File: src/rtl/pb_pkg.sv
// rtl/pb_pkg.sv - shared widths, mode encoding and command record for the rectangle engine
package pb_pkg;

  // Command fields are sized for the largest supported screen; the engine
  // zero-extends its resolution-specific ports into them.
  localparam int X_W  = 12;
  localparam int Y_W  = 12;
  localparam int C_W  = 16;
  // Room for x+w / y+h without overflow.
  localparam int XS_W = X_W + 2;
  localparam int YS_W = Y_W + 2;

  typedef enum logic {
    MODE_FILL    = 1'b0,
    MODE_OUTLINE = 1'b1
  } mode_e;

  typedef struct packed {
    logic [X_W-1:0] x;
    logic [Y_W-1:0] y;
    logic [X_W:0]   w;
    logic [Y_W:0]   h;
    logic [C_W-1:0] colour;
    mode_e          mode;
  } rect_cmd_t;

endpackage

File: src/rtl/pb_cmd_fifo.sv
// rtl/pb_cmd_fifo.sv - synchronous command FIFO of rect_cmd_t with full/empty flags
module pb_cmd_fifo
  import pb_pkg::*;
#(
  parameter int AW = 2
) (
  input  logic      i_clk,
  input  logic      i_rst,
  input  logic      i_push,
  input  rect_cmd_t i_data,
  input  logic      i_pop,
  output rect_cmd_t o_data,
  output logic      o_full,
  output logic      o_empty
);

  rect_cmd_t      r_mem [2**AW];
  logic [AW:0]    r_wr;
  logic [AW:0]    r_rd;
  logic           w_push;
  logic           w_pop;

  // Extra pointer bit tells full from empty when the indices coincide.
  assign o_empty = (r_wr == r_rd);
  assign o_full  = (r_wr[AW] != r_rd[AW]) && (r_wr[AW-1:0] == r_rd[AW-1:0]);
  assign o_data  = r_mem[r_rd[AW-1:0]];

  // A full FIFO refuses a push even when a pop frees a slot in the same cycle.
  assign w_push = i_push && !o_full;
  assign w_pop  = i_pop && !o_empty;

  // Storage write; contents need no reset because the pointers gate reads.
  always_ff @(posedge i_clk) begin
    if (w_push) begin
      r_mem[r_wr[AW-1:0]] <= i_data;
    end
  end

  // Pointer update; reset flushes the queue.
  always_ff @(posedge i_clk) begin
    if (i_rst) begin
      r_wr <= '0;
      r_rd <= '0;
    end else begin
      if (w_push) r_wr <= r_wr + 1'b1;
      if (w_pop)  r_rd <= r_rd + 1'b1;
    end
  end

endmodule

File: src/rtl/pb_rect_engine.sv
// rtl/pb_rect_engine.sv - clipped rectangle fill/outline writer for the pixel-buffer port
module pb_rect_engine
  import pb_pkg::*;
#(
  parameter int H_RES   = 160,
  parameter int V_RES   = 120,
  parameter int DATA_W  = 4,
  parameter int ADDR_W  = 15,
  parameter int FIFO_AW = 2
) (
  input  logic                       clk_clk,
  input  logic                       reset_reset,
  input  logic                       cmd_valid,
  output logic                       cmd_ready,
  input  logic [$clog2(H_RES)-1:0]   cmd_x,
  input  logic [$clog2(V_RES)-1:0]   cmd_y,
  input  logic [$clog2(H_RES):0]     cmd_w,
  input  logic [$clog2(V_RES):0]     cmd_h,
  input  logic [DATA_W-1:0]          cmd_colour,
  input  logic                       cmd_mode,
  output logic [ADDR_W-1:0]          pb_adr_export,
  output logic [DATA_W-1:0]          pb_data_export,
  output logic                       pb_we,
  input  logic                       pb_ready,
  output logic                       busy,
  output logic                       done,
  output logic                       clipped
);

  typedef enum logic [1:0] {S_IDLE, S_LOAD, S_DRAW, S_DONE} state_e;

  localparam logic [XS_W-1:0]   H_S   = XS_W'(H_RES);
  localparam logic [YS_W-1:0]   V_S   = YS_W'(V_RES);
  localparam logic [ADDR_W-1:0] H_ADR = ADDR_W'(H_RES);

  state_e            r_state, w_state_next;
  rect_cmd_t         w_cmd_in, w_head;
  logic              w_full, w_empty, w_push, w_pop;
  logic              w_unused_head;

  logic [XS_W-1:0]   w_xe, w_x1;
  logic [YS_W-1:0]   w_ye, w_y1;
  logic              w_empty_cmd, w_clip_cmd;
  logic [ADDR_W-1:0] w_start;

  logic [X_W-1:0]    r_x, r_cx;
  logic [Y_W-1:0]    r_y, r_cy;
  logic [XS_W-1:0]   r_x1, r_xr;
  logic [YS_W-1:0]   r_y1, r_ylast;
  logic              r_right, r_outline, r_clip;
  logic [ADDR_W-1:0] r_adr;
  logic [DATA_W-1:0] r_colour;

  logic [XS_W-1:0]   w_cx_s, w_cx_inc;
  logic [YS_W-1:0]   w_cy_s;
  logic              w_full_row, w_more_col, w_more_row, w_accept;
  logic [X_W-1:0]    w_next_cx;
  logic [ADDR_W-1:0] w_adr_col, w_adr_row;

  // Widen the port fields into the shared command record.
  always_comb begin
    w_cmd_in        = '0;
    w_cmd_in.x      = X_W'(cmd_x);
    w_cmd_in.y      = Y_W'(cmd_y);
    w_cmd_in.w      = (X_W+1)'(cmd_w);
    w_cmd_in.h      = (Y_W+1)'(cmd_h);
    w_cmd_in.colour = C_W'(cmd_colour);
    w_cmd_in.mode   = mode_e'(cmd_mode);
  end

  assign w_push    = cmd_valid && !w_full;
  assign cmd_ready = !w_full;
  assign w_pop     = (r_state == S_LOAD);

  pb_cmd_fifo #(.AW(FIFO_AW)) u_fifo (
    .i_clk   (clk_clk),
    .i_rst   (reset_reset),
    .i_push  (w_push),
    .i_data  (w_cmd_in),
    .i_pop   (w_pop),
    .o_data  (w_head),
    .o_full  (w_full),
    .o_empty (w_empty)
  );

  // Colour bits above DATA_W are always zero; fold them away here.
  assign w_unused_head = ^w_head;

  // Per-command geometry, evaluated on the FIFO head during LOAD.
  assign w_xe        = XS_W'(w_head.x) + XS_W'(w_head.w);
  assign w_ye        = YS_W'(w_head.y) + YS_W'(w_head.h);
  assign w_x1        = (w_xe > H_S) ? H_S : w_xe;
  assign w_y1        = (w_ye > V_S) ? V_S : w_ye;
  assign w_empty_cmd = (w_head.w == '0) || (w_head.h == '0) ||
                       (XS_W'(w_head.x) >= H_S) || (YS_W'(w_head.y) >= V_S);
  assign w_clip_cmd  = (w_xe > H_S) || (w_ye > V_S);
  assign w_start     = ADDR_W'(w_head.y) * H_ADR + ADDR_W'(w_head.x);

  // Raster stepping: next column (or the right-edge jump on outline interior rows) and next row.
  assign w_cx_s     = XS_W'(r_cx);
  assign w_cx_inc   = w_cx_s + XS_W'(1);
  assign w_cy_s     = YS_W'(r_cy);
  assign w_full_row = !r_outline || (r_cy == r_y) || (w_cy_s == r_ylast);
  assign w_more_col = w_full_row ? (w_cx_inc < r_x1) : ((r_cx == r_x) && r_right);
  assign w_next_cx  = w_full_row ? X_W'(w_cx_inc) : X_W'(r_xr);
  assign w_more_row = (w_cy_s + YS_W'(1)) < r_y1;
  assign w_adr_col  = r_adr + ADDR_W'(w_next_cx) - ADDR_W'(r_cx);
  assign w_adr_row  = r_adr - (ADDR_W'(r_cx) - ADDR_W'(r_x)) + H_ADR;
  assign w_accept   = (r_state == S_DRAW) && pb_ready;

  // State register.
  always_ff @(posedge clk_clk) begin
    if (reset_reset) r_state <= S_IDLE;
    else             r_state <= w_state_next;
  end

  // Next-state logic; a push in the same cycle counts as a pending command.
  always_comb begin
    w_state_next = r_state;
    case (r_state)
      S_IDLE: if (!w_empty || w_push) w_state_next = S_LOAD;
      S_LOAD: w_state_next = w_empty_cmd ? S_DONE : S_DRAW;
      S_DRAW: if (w_accept && !w_more_col && !w_more_row) w_state_next = S_DONE;
      S_DONE: w_state_next = (!w_empty || w_push) ? S_LOAD : S_IDLE;
    endcase
  end

  // Command latch in LOAD and address/cursor advance on each accepted write.
  always_ff @(posedge clk_clk) begin
    if (reset_reset) begin
      r_x       <= '0;
      r_y       <= '0;
      r_cx      <= '0;
      r_cy      <= '0;
      r_x1      <= '0;
      r_y1      <= '0;
      r_xr      <= '0;
      r_ylast   <= '0;
      r_right   <= 1'b0;
      r_outline <= 1'b0;
      r_clip    <= 1'b0;
      r_adr     <= '0;
      r_colour  <= '0;
    end else if (r_state == S_LOAD) begin
      r_x       <= w_head.x;
      r_y       <= w_head.y;
      r_cx      <= w_head.x;
      r_cy      <= w_head.y;
      r_x1      <= w_x1;
      r_y1      <= w_y1;
      r_xr      <= w_xe - XS_W'(1);
      r_ylast   <= w_ye - YS_W'(1);
      r_right   <= (w_xe <= H_S) && (w_head.w > (X_W+1)'(1));
      r_outline <= (w_head.mode == MODE_OUTLINE);
      r_clip    <= w_empty_cmd || w_clip_cmd;
      r_adr     <= w_start;
      r_colour  <= DATA_W'(w_head.colour);
    end else if (w_accept) begin
      if (w_more_col) begin
        r_cx  <= w_next_cx;
        r_adr <= w_adr_col;
      end else if (w_more_row) begin
        r_cx  <= r_x;
        r_cy  <= r_cy + Y_W'(1);
        r_adr <= w_adr_row;
      end
    end
  end

  assign pb_we          = (r_state == S_DRAW);
  assign pb_adr_export  = r_adr;
  assign pb_data_export = r_colour;
  assign done           = (r_state == S_DONE);
  assign clipped        = (r_state == S_DONE) && r_clip;
  assign busy           = (r_state != S_IDLE) || !w_empty;

endmodule

File: config.mk
export PLATFORM = sky130hd
export DESIGN_NAME = pb_rect_engine
export DESIGN_NICKNAME = d
export VERILOG_FILES = /design/src/rtl/pb_pkg.sv /design/src/rtl/pb_cmd_fifo.sv /design/src/rtl/pb_rect_engine.sv
export SDC_FILE = /design/constraint.sdc
export NUM_CORES = 1
export LEC_CHECK = 0
export BUFFER_PORTS_ARGS = -buffer_cell sky130_fd_sc_hd__buf_2
export CORE_ASPECT_RATIO = 2
export CORE_UTILIZATION = 57
export CTS_CLUSTER_DIAMETER = 50
export DETAILED_ROUTE_END_ITERATION = 8
export PLACE_DENSITY_LB_ADDON = 0.2
export SYNTH_ARGS = -nofsm -noshare
export SYNTH_HDL_FRONTEND = slang
export SYNTH_SLANG_ARGS = --single-unit
File: constraint.sdc
create_clock -name clk_clk -period 4.8 [get_ports clk_clk]
set_clock_uncertainty 0.1 [all_clocks]
set_input_delay 0.48 -clock clk_clk [delete_from_list [all_inputs] [get_ports clk_clk]]
set_output_delay 0.48 -clock clk_clk [all_outputs]
set_load 0.1 [all_outputs]
==> flow_metrics.py <==
metrics = {
    "finish": {
        "layout.nets": 1594,
        "areaGrowthSynthToFinish_pct": 11.35,
        "fill_cells": 2053,
        "multiInputGateArea_um2": 7545,
        "n_antenna_cell": 0,
        "post_route_cells_drive_above_1_share_pct": 15.38,
        "seq_area_um2": 6769,
    },
    "yosys": {
        "ys_seq_elements": 264,
        "netlist_area_um2": 14880,
        "synth_cell_types": 74,
        "ys_top_cells_by_area": "edfxtp_1 30%, dfxtp_1 16%, ha_1 9.2%",
        "synth_top_area_share_pct": 29.86,
        "syn_avg_cell_area_um2": 11.03,
        "async_flop_share_pct": 0,
        "synth-main-ff-cell": "edfxtp_1",
        "syn_inst": 1349,
        "synth_edf_count": 148,
        "yosys_warnings": 0,
        "synth_top_area_cell": "edfxtp_1",
        "synth_nets": 1518,
        "synth_commonest_cells": "148 x edfxtp_1, 122 x nor2_1, 116 x dfxtp_1, 110 x ha_1, 101 x inv_1",
        "ys_seq_area_share_pct": 45.47,
        "synth.most_common_cell": "edfxtp_1",
    },
    "routing": {
        "first_pass_iters": 6,
        "dr_total_vias": 10690,
        "routed_wl_mm": 35.65,
        "via_per_inst": 5.998,
        "postRouteAntennaNets": 0,
        "detail_route.iter0.violations": 566,
        "wl_per_cell_um": 19.99,
        "drc": 0,
    },
    "worst_hold_path": {
        "min_to": "u_fifo.r_mem[1][1]",
        "hp-class": "input pin to flip-flop",
        "holdPathStages": 1,
        "worstHoldStart": "cmd_colour[0]",
    },
    "sta": {
        "hold_ws_ns": 0.05349,
        "slew_violations": 0,
        "period_minus_slack_ns": 4.609,
        "worst_pin_slew_ns": 0.9934,
        "setup_viol": 0,
        "slew_headroom_pct": 33.77,
        "finalSetupTns_ns": 0,
        "max_freq_mhz": 217.0,
        "finalCritPeriodShare_pct": 96.01,
        "final_hold_viol_count": 0,
        "rsz0062_at_grt": "false",
    },
    "clock_network": {
        "clockBufferDepth": 3,
        "ctsHoldBuffers": 0,
        "cts_tree": "done",
        "cts-root-buf": "clkbuf_16",
        "h-tree-depth": 1,
        "tritoncts.num_buffers": 24,
        "clkSinkCount": 264,
        "clkSlewWorstSetupHoldPaths_ns": 0.07,
        "cts_setup_buffers": 0,
        "insertion_delay_ns": 0.54,
    },
    "grt": {
        "grt_pass1_wl_mm": 56.22,
        "grt_util_all_layers_pct": 27.78,
        "grt_pass1_vias": 10950,
        "grt-ovfl-total": 0,
        "antenna_found_initial": 0,
        "grt_max_degree": 79,
    },
    "critical_path": {
        "r2r_slack_ns": 0.19,
        "arrival_ns": 4.93,
        "cp_max_fo": 5,
        "rr_startpoint": "r_cy[7]",
        "r2r-end": "pb_adr_export[14]",
        "crit_type": "flip-flop to flip-flop",
        "reg2regPathDepth": 20,
        "worstSetupStartpointType": "flip-flop",
        "critPathCaptureType": "flip-flop",
        "worstPathRequired_ns": 5.13,
    },
    "placement": {
        "dp_hpwl_mm": 26.36,
        "port-buffer-count": 64,
        "gp_congestion": 0.9577,
    },
    "die": {
        "die_w_um": 116.3,
        "ios": 65,
        "core.rowCount": 83,
        "dieArea_um2": 26800,
        "die-height_um": 230.5,
        "start_util_pct": 58.02,
        "core_area_um2": 25650,
    },
    "status": {
        "status": "completed",
    },
    "flow_run": {
        "maxCapViolCount": 0,
    },
}
## registers in the layout, summed over array words and instances, names as in the netlist, 2 cells and up, named ones only
signal and flops:
r_cx 12, u_fifo.r_wr 3, u_fifo.r_rd 3, r_cy 12
pb_adr_export 15, r_y 7, r_ylast 14, u_fifo.r_mem 148
r_x 8, pb_data_export 4, r_y1 9, r_state 2
r_x1 10, r_xr 12
## metal layers
metal / GRT usage, % / wire length [µm] / up-vias
met5: 0 / 0 / -
met4: 15.63 / 2027 / 0
met3: 3.492 / 1446 / 117
met2: 51.52 / 19300 / 294
met1: 29.32 / 12870 / 5169
li1: - / - / 5114
## cells by family after synthesis
kind of cell	synth area share, %
AND/OR/NAND/NOR	10.29
AO/OA/AOI/OAI	13.74
flip-flops	45.47
buffers and inverters	4.229
adder cells (fa/ha/maj)	11.67
XOR/XNOR	6.356
multiplexers	8.248
## placed cells by master, fill, tap and decap left out, types with 5 or more instances in the layout
cell	n
clkbuf_1	5
xnor2_1	52
a311oi_1	7
o21ai_0	53
nor2_1	121
a31oi_1	5
and3_1	10
clkbuf_16	25
nand3_1	23
o211a_1	6
o32ai_1	5
a211oi_2	5
o21a_1	15
a221oi_1	6
nand4_1	9
nor2b_1	9
fa_1	18
ha_1	108
o211ai_1	13
or3_1	10
dfxtp_1	114
buf_2	64
edfxtp_1	148
a2111oi_0	5
mux4_2	37
nand2_1	70
nor3_1	28
buf_4	40
a21oi_1	64
nor4_1	11
inv_1	101
a211oi_1	28
o22ai_1	7
mux2i_1	32
xor2_1	56
a21o_1	24
## final cells by class
type,instances,share of cell area (%)
sequential,264,40.85
clock inverter,14,0.9438
multi-input combinational,928,45.53
inverter,101,2.288
tap,340,2.567
timing repair buffer,106,3.934
clock buffer,30,3.889
## worst max-delay path by stage
stage / start / to
4_1_cts: r_cy[9] / pb_adr_export[14]
3_5_place_dp: r_cy[9] / pb_adr_export[14]
6_report: r_cy[7] / pb_adr_export[14]
2_1_floorplan: r_cy[7] / pb_adr_export[14]
3_3_place_gp: r_x[1] / pb_adr_export[14]
5_1_grt: r_x[0] / pb_adr_export[14]
## critical path, stage by stage, from the launching register on
cell      delay (ns)
dfxtp_1         0.31
or4_4           0.54
nor4_4          0.19
nand4_2         0.16
nand3_1         0.13
buf_6           0.17
mux2i_2         0.24
ha_1            0.27
inv_1           0.08
ha_2            0.20
inv_1           0.06
fa_1            0.41
nor2b_2         0.15
o31a_1          0.14
o21ai_0         0.08
buf_4           0.16
o211a_1         0.26
o211ai_1        0.18
o211ai_1        0.11
mux2_2          0.30
o311a_1         0.28
## through the flow
step | util [%] | worst slack (ns) | cell area (µm²) | cells
global route | 64.60 | 0.01481 | 16570 | 1783
CTS | 64.45 | 0.02679 | 16530 | 1783
global placement | 61.31 | 0.1112 | 15730 | 1739
floorplan | - | 0.06940 | 14880 | 1349
finish | 64.60 | 0.1914 | 16570 | 1783
detailed placement | 61.31 | 0.004354 | 15730 | 1739
## repair_timing
| action | in CTS | in global routing |
|---|---|---|
| hold endpoints to repair | 0 | 0 |
| pin swaps | 0 | 2 |
| resized for setup | 1 | 15 |
| setup endpoints to repair | 1 | 4 |
Power is not shown: default switching activity piles up to over one toggle a cycle in this logic, so the estimate is an artifact.
